File: config.mk
export PLATFORM = sky130hd
export DESIGN_NAME = cic_dec96_flat
export DESIGN_NICKNAME = d
export VERILOG_FILES = /design/src/rtl/cic_pkg.sv /design/src/rtl/cic_dec96_if.sv /design/src/rtl/cic_comb_stage.sv /design/src/rtl/cic_dec96.sv /design/src/flat_wrapper.sv
export SDC_FILE = /design/constraint.sdc
export NUM_CORES = 1
export LEC_CHECK = 0
export BUFFER_PORTS_ARGS = -buffer_cell sky130_fd_sc_hd__buf_2
export CAP_MARGIN = 10
export CORE_MARGIN = 10
export CORE_UTILIZATION = 51
export CTS_CLUSTER_SIZE = 40
export DETAILED_ROUTE_END_ITERATION = 16
export GPL_TIMING_DRIVEN = 0
export PLACE_DENSITY = 0.79
export SYNTH_ARGS = -nofsm -noshare
export SYNTH_HDL_FRONTEND = slang
export SYNTH_HIERARCHICAL = 1
export SYNTH_SLANG_ARGS = --single-unit
File: constraint.sdc
create_clock -name clk -period 9.35 [get_ports clk]
set_input_delay 0.4675 -clock clk [delete_from_list [all_inputs] [get_ports clk]]
set_output_delay 0.4675 -clock clk [all_outputs]
set_load 0.03 [all_outputs]
File: src/rtl/cic_pkg.sv
// Shared constants for the CIC rate-converter family (decimator, interpolator, benches).
package cic_pkg;

  localparam int CIC_R     = 96;
  localparam int CIC_N     = 4;
  localparam int CIC_DW    = 16;
  localparam int CIC_SHIFT = 27;

  // Datapath width: the sample width plus the worst-case bit growth
  // (SHIFT is chosen to be at least ceil(N*log2 R)).
  function automatic int cic_accw(input int dw, input int shift);
    return dw + shift;
  endfunction

  localparam int CIC_ACCW = cic_accw(CIC_DW, CIC_SHIFT);

endpackage

File: src/rtl/cic_dec96_if.sv
// Avalon-ST sink and source signal set of the decimator, bundled in one interface.
interface cic_dec96_if #(
  parameter int DW = 16
) ();

  // sink side
  logic [DW-1:0] in_data;
  logic          in_valid;
  logic          in_ready;
  logic          in_startofpacket;
  logic          in_endofpacket;
  logic [1:0]    in_error;

  // source side
  logic [DW-1:0] out_data;
  logic          out_valid;
  logic          out_ready;
  logic          out_startofpacket;
  logic          out_endofpacket;
  logic [1:0]    out_error;
  logic          out_channel;

  // upstream producer / downstream consumer seen from outside the block
  modport master (
    output in_data, in_valid, in_startofpacket, in_endofpacket, in_error, out_ready,
    input  in_ready, out_data, out_valid, out_startofpacket, out_endofpacket,
           out_error, out_channel
  );

  // the decimator itself
  modport slave (
    input  in_data, in_valid, in_startofpacket, in_endofpacket, in_error, out_ready,
    output in_ready, out_data, out_valid, out_startofpacket, out_endofpacket,
           out_error, out_channel
  );

endinterface

File: src/rtl/cic_comb_stage.sv
// One CIC comb section (M = 1): output is the input minus the input seen at the
// previous decimation event.
module cic_comb_stage
  import cic_pkg::*;
#(
  parameter int W = CIC_ACCW
) (
  input  logic         clk,
  input  logic         reset_n,
  input  logic         en,
  input  logic [W-1:0] din,
  output logic [W-1:0] dout
);

  logic [W-1:0] delay_reg;

  // Capture this stage's input once per decimation event.
  always_ff @(posedge clk) begin
    if (!reset_n) begin
      delay_reg <= '0;
    end else if (en) begin
      delay_reg <= din;
    end
  end

  assign dout = din - delay_reg;

endmodule

File: src/rtl/cic_dec96.sv
// CIC decimator, factor R, N stages, M = 1, Avalon-ST sink/source.
// Integrators run at the accepted-input rate; combs evaluate combinationally on the
// decimation beat and the result is registered into a held output word.
module cic_dec96
  import cic_pkg::*;
#(
  parameter int R     = CIC_R,
  parameter int N     = CIC_N,
  parameter int DW    = CIC_DW,
  parameter int SHIFT = CIC_SHIFT,
  parameter int ACCW  = cic_accw(DW, SHIFT)
) (
  input  logic        clk,
  input  logic        reset_n,
  cic_dec96_if.slave  bus
);

  localparam int PW = $clog2(R);

  logic [PW-1:0]         phase_reg;
  logic [PW-1:0]         phase_eff;
  logic                  accept;
  logic                  event_fire;
  logic                  handshake;
  logic [ACCW-1:0]       in_ext;
  logic [ACCW-1:0]       integ_reg  [N];
  logic [ACCW-1:0]       integ_next [N];
  logic [N:0][ACCW-1:0]  comb_chain;
  logic                  unused_low;

  logic                  sop_pend_reg;
  logic                  eop_acc_reg;
  logic [1:0]            err_acc_reg;
  logic                  win_sop;
  logic                  win_eop;
  logic [1:0]            win_err;

  logic [DW-1:0]         out_data_reg;
  logic                  out_valid_reg;
  logic                  out_sop_reg;
  logic                  out_eop_reg;
  logic [1:0]            out_err_reg;

  // Input stalls only while a finished output is held and not taken.
  assign bus.in_ready = ~(out_valid_reg & ~bus.out_ready);
  assign accept       = bus.in_valid & bus.in_ready;
  assign handshake    = out_valid_reg & bus.out_ready;

  // An SOP beat is treated as phase 0 of a fresh window.
  assign phase_eff  = bus.in_startofpacket ? '0 : phase_reg;
  assign event_fire = accept & (phase_eff == PW'(R - 1));

  assign in_ext = {{(ACCW - DW){bus.in_data[DW-1]}}, bus.in_data};

  // Pipelined integrator chain: each stage adds the previous stage's old value.
  always_comb begin
    integ_next[0] = integ_reg[0] + in_ext;
    for (int k = 1; k < N; k++) begin
      integ_next[k] = integ_reg[k] + integ_reg[k-1];
    end
  end

  // Integrators advance only on accepted beats; wrap-around is cancelled by the combs.
  always_ff @(posedge clk) begin
    if (!reset_n) begin
      for (int k = 0; k < N; k++) begin
        integ_reg[k] <= '0;
      end
    end else if (accept) begin
      for (int k = 0; k < N; k++) begin
        integ_reg[k] <= integ_next[k];
      end
    end
  end

  // Comb cascade fed with the last integrator including this beat's update.
  assign comb_chain[0] = integ_next[N-1];

  generate
    for (genvar gi = 0; gi < N; gi++) begin : g_comb
      cic_comb_stage #(
        .W (ACCW)
      ) u_stage (
        .clk     (clk),
        .reset_n (reset_n),
        .en      (event_fire),
        .din     (comb_chain[gi]),
        .dout    (comb_chain[gi+1])
      );
    end
  endgenerate

  // Fractional bits dropped by the floor shift.
  assign unused_low = ^comb_chain[N][SHIFT-1:0];

  // Phase counter 0..R-1 over accepted beats, realigned by SOP.
  always_ff @(posedge clk) begin
    if (!reset_n) begin
      phase_reg <= '0;
    end else if (accept) begin
      phase_reg <= event_fire ? '0 : phase_eff + 1'b1;
    end
  end

  // Window sideband includes the flags carried by the event beat itself.
  assign win_sop = sop_pend_reg | bus.in_startofpacket;
  assign win_eop = eop_acc_reg  | bus.in_endofpacket;
  assign win_err = err_acc_reg  | bus.in_error;

  // Sticky window flags; reset arms SOP so the first output is marked.
  always_ff @(posedge clk) begin
    if (!reset_n) begin
      sop_pend_reg <= 1'b1;
      eop_acc_reg  <= 1'b0;
      err_acc_reg  <= 2'b00;
    end else if (accept) begin
      if (event_fire) begin
        sop_pend_reg <= 1'b0;
        eop_acc_reg  <= 1'b0;
        err_acc_reg  <= 2'b00;
      end else begin
        sop_pend_reg <= win_sop;
        eop_acc_reg  <= win_eop;
        err_acc_reg  <= win_err;
      end
    end
  end

  // Output word: load on event (even in a handshake clock), otherwise hold until taken.
  always_ff @(posedge clk) begin
    if (!reset_n) begin
      out_data_reg  <= '0;
      out_valid_reg <= 1'b0;
      out_sop_reg   <= 1'b0;
      out_eop_reg   <= 1'b0;
      out_err_reg   <= 2'b00;
    end else if (event_fire) begin
      out_data_reg  <= comb_chain[N][SHIFT+DW-1:SHIFT];
      out_valid_reg <= 1'b1;
      out_sop_reg   <= win_sop;
      out_eop_reg   <= win_eop;
      out_err_reg   <= win_err;
    end else if (handshake) begin
      out_valid_reg <= 1'b0;
    end
  end

  assign bus.out_data          = out_data_reg;
  assign bus.out_valid         = out_valid_reg;
  assign bus.out_startofpacket = out_sop_reg;
  assign bus.out_endofpacket   = out_eop_reg;
  assign bus.out_error         = out_err_reg;
  assign bus.out_channel       = 1'b0;

endmodule

File: src/flat_wrapper.sv
// flat-port wrapper written by rule: the top's interface ports become plain ports
module cic_dec96_flat import cic_pkg::*;
#(
  parameter int R     = CIC_R,
  parameter int N     = CIC_N,
  parameter int DW    = CIC_DW,
  parameter int SHIFT = CIC_SHIFT,
  parameter int ACCW  = cic_accw(DW, SHIFT)
)
  (clk, reset_n, bus_in_data, bus_in_valid, bus_in_startofpacket, bus_in_endofpacket, bus_in_error, bus_out_ready, bus_in_ready, bus_out_data, bus_out_valid, bus_out_startofpacket, bus_out_endofpacket, bus_out_error, bus_out_channel);
  cic_dec96_if #(.DW(DW)) bus_i ();
  input  logic clk;
  input  logic reset_n;
  input wire logic [$bits(bus_i.in_data)-1:0] bus_in_data;
  input wire logic [$bits(bus_i.in_valid)-1:0] bus_in_valid;
  input wire logic [$bits(bus_i.in_startofpacket)-1:0] bus_in_startofpacket;
  input wire logic [$bits(bus_i.in_endofpacket)-1:0] bus_in_endofpacket;
  input wire logic [$bits(bus_i.in_error)-1:0] bus_in_error;
  input wire logic [$bits(bus_i.out_ready)-1:0] bus_out_ready;
  output wire logic [$bits(bus_i.in_ready)-1:0] bus_in_ready;
  output wire logic [$bits(bus_i.out_data)-1:0] bus_out_data;
  output wire logic [$bits(bus_i.out_valid)-1:0] bus_out_valid;
  output wire logic [$bits(bus_i.out_startofpacket)-1:0] bus_out_startofpacket;
  output wire logic [$bits(bus_i.out_endofpacket)-1:0] bus_out_endofpacket;
  output wire logic [$bits(bus_i.out_error)-1:0] bus_out_error;
  output wire logic [$bits(bus_i.out_channel)-1:0] bus_out_channel;
  assign bus_i.in_data = bus_in_data;
  assign bus_i.in_valid = bus_in_valid;
  assign bus_i.in_startofpacket = bus_in_startofpacket;
  assign bus_i.in_endofpacket = bus_in_endofpacket;
  assign bus_i.in_error = bus_in_error;
  assign bus_i.out_ready = bus_out_ready;
  assign bus_in_ready = bus_i.in_ready;
  assign bus_out_data = bus_i.out_data;
  assign bus_out_valid = bus_i.out_valid;
  assign bus_out_startofpacket = bus_i.out_startofpacket;
  assign bus_out_endofpacket = bus_i.out_endofpacket;
  assign bus_out_error = bus_i.out_error;
  assign bus_out_channel = bus_i.out_channel;
  cic_dec96 #(.R(R), .N(N), .DW(DW), .SHIFT(SHIFT), .ACCW(ACCW)) u_core (.clk(clk), .reset_n(reset_n), .bus(bus_i));
endmodule
==> qor.yml, run 1 <==
status:
  status: "finished clean"
routing:
  routed_wl_um: 81000
  dr.first_iter.drc_count: 1642
  post-route-drc-count: 0
  viasPerCell: 5.69
  num_vias: 28200
  drt_first_pass_iters: 5
  ant_nets: 0
  wl_per_cell_um: 16.3
critical_path:
  rr_endpoint: "u_core/bus.out_data[14]"
  worstRegToRegCells: 44
  end_kind: "flop"
  required_ps: 9880
  cpPeakStageDelay_ps: 430
  crit_family: "compound AO/OA/AOI/OAI gates"
  path_buf_inv: 4
  r2r-start: "u_core/integ_reg[3][1]"
  crit_path_start_kind: "flop"
  rrSetupSlack_ps: 100
  cp_max_fo: 8
  cp_data_arrival_time_ps: 9780
  worstSetupPathType: "flop to flop"
  cpMaxStageDelayCell: "ha_1"
floorplan:
  die_area_um2: 75300
  start_util: 0.514
  io_pins: 47
  die_w_um: 274
  die_height_um: 274
  core-area_um2: 64200
  num_rows: 93
flow_run:
  cap_violations: 0
clocking:
  cts_max_path_buffers: 3
  cts.htree.levels: 2
  clock_sinks: 376
  cts_buffers: 46
  cts.clk_slew.worst_paths_ps: 60
  clock_latency_ps: 600
  cts_tree: "yes"
  cts_root_buf: "clkbuf_16"
grt:
  gr-total-overflow: 0
  grt_max_degree: 74
  grt_util_all_layers: 0.200
  antenna_found_initial: 0
  grt_pass1_wl_um: 128000
  grt_pass1_vias: 26700
timing:
  rsz0062_at_grt: "yes"
  maxClockFrequency_ghz: 0.108
  skew_ps: 34.1
  hold_viol: 0
  slew_headroom: 0.365
  post-route-min-period_ps: 9250
  setup_tns_ps: 0
  fin_crit_sh: 0.990
  slew_violations: 0
  finalSetupViolations: 0
  worst_pin_slew_ps: 953
place:
  gp_congestion: 0.903
  portBuffers: 45
  dpl-instance-area_um2: 34400
  dpl.hpwl_um: 59300
yosys:
  syn_nets: 4271
  syn_area_um2: 33000
  synthCells: 3902
  ys_warn_count: 6
  avgSynthCellArea_um2: 8.46
cells_and_area:
  final_layout_size_suffix_gt1_frac: 0.127
  area_growth_pct: 14.3
  finalNetCount: 4435
  layout_commonest_cell: "a21oi_1"
  stdcell_area_um2: 37700
  diodes: 0
  layout_common_cells: "a21oi_1 (305), ha_1 (291), nand2_1 (282)"
min_path:
  holdCritPathClass: "input port to flop"
  holdPathEnd: "u_core/err_acc_reg[1]"
  hp-start: "bus_in_error[1]"
  holdPathStages: 3
-- timing repair --
action	in CTS	in global routing
setup buffers	22	57
gates cloned	0	0
endpoints found under the setup margin	12	16
pin swaps	34	122
hold buffers	0	0
gates resized for setup	65	203
-- layer usage --
metal,wire [um],track usage
met5,0,0
met4,2680,0.0733
met3,2950,0.0216
met2,39600,0.356
met1,35700,0.245
-- final cells by class --
cell class              count  area (um^2)
well taps                 855         1070
fillers                  5535        26500
inverters                 243          912
repair buffers            126          866
clock inverters            18          164
multi-input cells        3130        23300
clock buffers              65         1400
flip-flops and latches    376         9250
plain buffers             143          724
-- worst max path at each step --
| stage | start | end | slack [ps] | cells past startpoint |
|---|---|---|---|---|
| 2_1_floorplan | u_core/integ_reg[2][1] | u_core/bus.out_data[14] | 530 | 47 |
| 3_3_place_gp | u_core/integ_reg[2][1] | u_core/bus.out_data[13] | -730 | 47 |
| 3_5_place_dp | u_core/integ_reg[2][2] | u_core/bus.out_data[13] | -800 | 47 |
| 4_1_cts | u_core/integ_reg[2][0] | u_core/bus.out_data[14] | 1 | 49 |
| 5_1_grt | u_core/integ_reg[2][0] | u_core/bus.out_data[14] | -330 | 47 |
| 6_report | u_core/integ_reg[3][1] | u_core/bus.out_data[14] | 100 | 44 |
-- metrics by stage --
stage / setup WS (ps) / hold slack [ps] / std cells / util
after floorplan: 526 / 438 / 3902 / -
after global placement: -735 / 447 / 4802 / 0.534
after detailed placement: -804 / 453 / 4804 / 0.535
after CTS: 1.34 / 87.5 / 4903 / 0.566
after global routing: -330 / 127 / 4956 / 0.587
final: 95.5 / 122 / 4956 / 0.587
-- tightest hold or removal path: cells and delay by family --
kind / cells / cell delay (ps)
buffers and inverters: 1 / 90
AOI/OAI and AO/OA: 1 / 60
and+or+nand+nor: 1 / 70
Power of run 1 is left out: the tool's default activity adds up to more than one toggle a clock period on the data nets, which glitch-free logic cannot reach.
==> run 2, diff against run 1 <==
--- a/config.mk
+++ b/config.mk
@@ -12,7 +12,7 @@
 export CTS_CLUSTER_SIZE = 40
 export DETAILED_ROUTE_END_ITERATION = 16
 export GPL_TIMING_DRIVEN = 0
-export PLACE_DENSITY = 0.79
+export PLACE_DENSITY = 0.69
 export SYNTH_ARGS = -nofsm -noshare
 export SYNTH_HDL_FRONTEND = slang
 export SYNTH_HIERARCHICAL = 1
==> qor.yml, run 2 (synthesis gave the netlist of run 1 again) <==
status:
  status: "finished clean"
critical_path:
  required_ps: 9870
  end_kind: "flop"
  rr_endpoint: "u_core/bus.out_data[14]"
  cp_data_arrival_time_ps: 9620
  rrSetupSlack_ps: 250
  cpPeakStageDelay_ps: 400
  cpMaxStageDelayCell: "edfxtp_1"
  worstRegToRegCells: 49
  path_depth: 49
  cp_common_cell: "a21o_1"
  cp_max_fo: 10
  setup.worst_path.start: "u_core/integ_reg[2][0]"
  crit_family: "compound AO/OA/AOI/OAI gates"
  endpoint: "u_core/bus.out_data[14]"
  r2r-start: "u_core/integ_reg[2][0]"
  path_buf_inv: 5
  crit_path_start_kind: "flop"
  worstSetupPathType: "flop to flop"
clocking:
  cts_max_path_buffers: 3
  clock_sinks: 376
  cts.htree.levels: 2
  cts_root_buf: "clkbuf_16"
  cts.clk_slew.worst_paths_ps: 60
  cts_tree: "yes"
  cts_buffers: 47
  clock_latency_ps: 590
place:
  placed_cells: 4804
  dpl.hpwl_um: 60500
  portBuffers: 45
  gp_congestion: 0.894
  dpl-instance-area_um2: 34400
timing:
  post-route-min-period_ps: 9100
  finalSetupViolations: 0
  hold_viol: 0
  slew_violations: 0
  slew_headroom: 0.330
  whs_ps: 131
  fin_crit_sh: 0.973
  skew_ps: 14.1
  maxClockFrequency_ghz: 0.110
  worst_pin_slew_ps: 1000
  rsz0062_at_grt: "yes"
grt:
  grt_max_degree: 73
  grt_util_all_layers: 0.204
  grt_pass1_vias: 26900
  gr-total-overflow: 0
  grt_pass1_wl_um: 129000
  antenna_found_initial: 0
cells_and_area:
  stdcell_area_um2: 37900
  final_core_util: 0.590
  finalNetCount: 4442
  diodes: 0
  nFillCells: 5690
  area_growth_pct: 14.8
  multi_input_area_um2: 23400
  fin_cells: 4966
  layout_commonest_cell: "a21oi_1"
  regArea_um2: 9250
  layout_common_cells: "a21oi_1 (312), ha_1 (297), nand2_1 (281)"
  final_layout_size_suffix_gt1_frac: 0.131
routing:
  post-route-drc-count: 0
  drt_first_pass_iters: 5
  wl_per_cell_um: 15.9
  viasPerCell: 5.57
  num_vias: 27700
  dr.first_iter.drc_count: 1099
  ant_nets: 0
  routed_wl_um: 79200
floorplan:
  die_height_um: 274
  core-area_um2: 64200
  die_area_um2: 75300
  io_pins: 47
  start_util: 0.514
  num_rows: 93
  die_w_um: 274
min_path:
  holdCritPathClass: "input port to flop"
flow_run:
  cap_violations: 0
[run 2: per-layer routing]
metal | routed length [um] | GRT usage
met5 | 0 | 0
met1 | 35200 | 0.247
met3 | 2240 | 0.0199
met2 | 39100 | 0.367
met4 | 2680 | 0.0748
[run 2: metrics by stage]
stage                     worst slack (ps)  TNS [ps]
after floorplan                        526         0
after detailed placement              -875     -4420
after global placement                -804     -3500
after global routing                  -304      -821
final                                  248         0
after CTS                            -4.71     -4.71
[run 2: area by class of cell]
cell class,count,share of cell area
multi-input combinational,3130,0.618
sequential,376,0.244
clock buffer,65,0.0349
tap,855,0.0282
timing repair buffer,132,0.0242
inverter,243,0.0241
buffer,143,0.0191
clock inverter,22,0.00713
[run 2: worst register-to-register path, delay by kind of cell, from the launching register on]
| family | cells | cell delay, ps |
|---|---|---|
| AOI/OAI and AO/OA | 21 | 3930 |
| adders and majority gates | 6 | 1700 |
| and+or+nand+nor | 12 | 1530 |
| xor gates and xnor gates | 5 | 830 |
| buffers and inverters | 5 | 650 |
| DFF | 1 | 400 |
[run 2: worst min path at each step]
stage	depth (start not counted)	slack [ps]	from	endpoint
after floorplan	2	440	u_core/eop_acc_reg	u_core/eop_acc_reg
after global placement	2	450	u_core/bus.out_data[4]	u_core/bus.out_data[4]
after detailed placement	2	450	u_core/bus.out_data[0]	u_core/bus.out_data[0]
after CTS	3	100	bus_in_error[0]	u_core/err_acc_reg[0]
after global routing	3	130	bus_in_error[0]	u_core/err_acc_reg[0]
final	3	130	bus_in_error[0]	u_core/err_acc_reg[0]
[run 2: what timing repair did]
item / 4_1_cts / 5_1_grt
hold buffers: 0 / 0
buffers inserted: 32 / 53
pin swaps: 38 / 144
setup endpoints to repair: 11 / 16
gates resized for setup: 75 / 222
Power of run 2 is left out for the same reason.
==> run 3, diff against run 2 <==
--- a/config.mk
+++ b/config.mk
@@ -7,12 +7,14 @@
 export LEC_CHECK = 0
 export BUFFER_PORTS_ARGS = -buffer_cell sky130_fd_sc_hd__buf_2
 export CAP_MARGIN = 10
+export CELL_PAD_IN_SITES_DETAIL_PLACEMENT = 0
+export CELL_PAD_IN_SITES_GLOBAL_PLACEMENT = 1
 export CORE_MARGIN = 10
-export CORE_UTILIZATION = 51
+export CORE_UTILIZATION = 45
 export CTS_CLUSTER_SIZE = 40
 export DETAILED_ROUTE_END_ITERATION = 16
 export GPL_TIMING_DRIVEN = 0
-export PLACE_DENSITY = 0.69
+export PLACE_DENSITY_LB_ADDON = 0.1
 export SYNTH_ARGS = -nofsm -noshare
 export SYNTH_HDL_FRONTEND = slang
 export SYNTH_HIERARCHICAL = 1
==> qor.yml, run 3 (synthesis gave the netlist of run 1 again) <==
grt:
  gr-total-overflow: 0
  grt_max_degree: 71
  grt_pass1_vias: 26900
  antenna_found_initial: 0
  grt_util_all_layers: 0.188
  grt_pass1_wl_um: 135000
cells_and_area:
  final_core_util: 0.519
  multi_input_area_um2: 23400
  layout_common_cells: "a21oi_1 (312), ha_1 (290), nand2_1 (281)"
  nFillCells: 7126
  finalNetCount: 4426
  final_layout_size_suffix_gt1_frac: 0.125
  area_growth_pct: 14.6
  diodes: 0
  regArea_um2: 9250
  layout_commonest_cell: "a21oi_1"
min_path:
  holdCritPathClass: "input port to flop"
  holdPathStages: 3
  hp-start: "bus_in_error[1]"
  holdPathEnd: "u_core/err_acc_reg[1]"
floorplan:
  die_w_um: 291
  core-area_um2: 72800
  num_rows: 99
  die_area_um2: 84600
  start_util: 0.453
  die_height_um: 291
  io_pins: 47
routing:
  drt_first_pass_iters: 5
  dr.first_iter.drc_count: 1136
  viasPerCell: 5.34
  post-route-drc-count: 0
  wl_per_cell_um: 16.4
  ant_nets: 0
  num_vias: 27000
  routed_wl_um: 82600
clocking:
  clock_latency_ps: 600
  cts.hold.buffers_added: 0
  cts.htree.levels: 2
  cts_max_path_buffers: 3
  clock_sinks: 376
  cts_root_buf: "clkbuf_16"
  cts_tree: "yes"
  cts.clk_slew.worst_paths_ps: 60
  cts_buffers: 47
critical_path:
  rrSetupSlack_ps: 230
  rr_endpoint: "u_core/bus.out_data[14]"
  cpMaxStageDelayCell: "edfxtp_1"
  cp_common_cell: "a21o_1"
  required_ps: 9870
  worstRegToRegCells: 47
  end_kind: "flop"
  r2r-start: "u_core/integ_reg[3][1]"
  worstSetupPathType: "flop to flop"
  cp_data_arrival_time_ps: 9640
  cpPeakStageDelay_ps: 430
  cp_max_fo: 4
  crit_path_start_kind: "flop"
timing:
  hold_viol: 0
  finalSetupViolations: 0
  skew_ps: 35.3
  rsz0062_at_grt: "yes"
  maxClockFrequency_ghz: 0.110
  worst_pin_slew_ps: 1050
  slew_headroom: 0.298
  setup_tns_ps: 0
  fin_crit_sh: 0.975
  slew_violations: 0
  post-route-min-period_ps: 9120
place:
  portBuffers: 45
  gp_congestion: 0.852
  dpl.hpwl_um: 65400
flow_run:
  cap_violations: 0
status:
  status: "finished clean"
## run 3: cell types whose count changed in the layout (fill, tap and decap cells not counted), moves of 6 or more
cell,delta
buf_4,-15
o21ai_0,+10
ha_1,-7
ha_4,+7
o21ai_2,-6
## run 3: layer usage
metal	wire length [um]	GRT usage
met1	36700	0.221
met2	41600	0.351
met3	2020	0.0222
met4	2320	0.0543
met5	0	0
## run 3: worst max-delay path by stage
stage	from	slack (ps)	cells past startpoint	end
after global routing	u_core/integ_reg[2][0]	-250	47	u_core/bus.out_data[14]
after floorplan	u_core/integ_reg[2][1]	530	47	u_core/bus.out_data[14]
final	u_core/integ_reg[3][1]	230	47	u_core/bus.out_data[14]
after global placement	u_core/integ_reg[2][1]	-960	46	u_core/bus.out_data[13]
after CTS	u_core/integ_reg[2][0]	2	47	u_core/bus.out_data[15]
after detailed placement	u_core/integ_reg[2][2]	-980	47	u_core/bus.out_data[13]
## run 3: what timing repair did
action                                  CTS  global route
pin swaps                                41           111
setup buffers                            23            46
gates resized for setup                  81           187
endpoints found under the setup margin   15            16
## run 3: layout make-up
cell class                      count  share of cell area
Timing Repair Buffer              116              0.0213
Tap cell                          959              0.0317
Clock inverter                     20             0.00437
Multi-Input combinational cell   3130               0.618
Sequential cell                   376               0.245
Inverter                          243              0.0241
Clock buffer                       66              0.0366
Buffer                            143              0.0191
## run 3: critical path: cells and delay by family, from the launching register on
| kind | cells | cell delay, ps |
|---|---|---|
| compound gates | 27 | 4470 |
| simple gates | 9 | 1540 |
| flops | 1 | 430 |
| buf+inv | 1 | 130 |
| fa+ha+maj | 5 | 1520 |
| xor+xnor | 5 | 950 |
## run 3: metrics by stage
stage	worst slack [ps]	instance area, um^2	instances	hold slack (ps)
2_1_floorplan	526	33000	3902	438
3_3_place_gp	-958	34400	4906	449
3_5_place_dp	-983	34500	4908	453
4_1_cts	2.44	36600	5012	83.9
5_1_grt	-254	37800	5053	108
6_report	231	37800	5053	128
Power of run 3 is left out for the same reason.
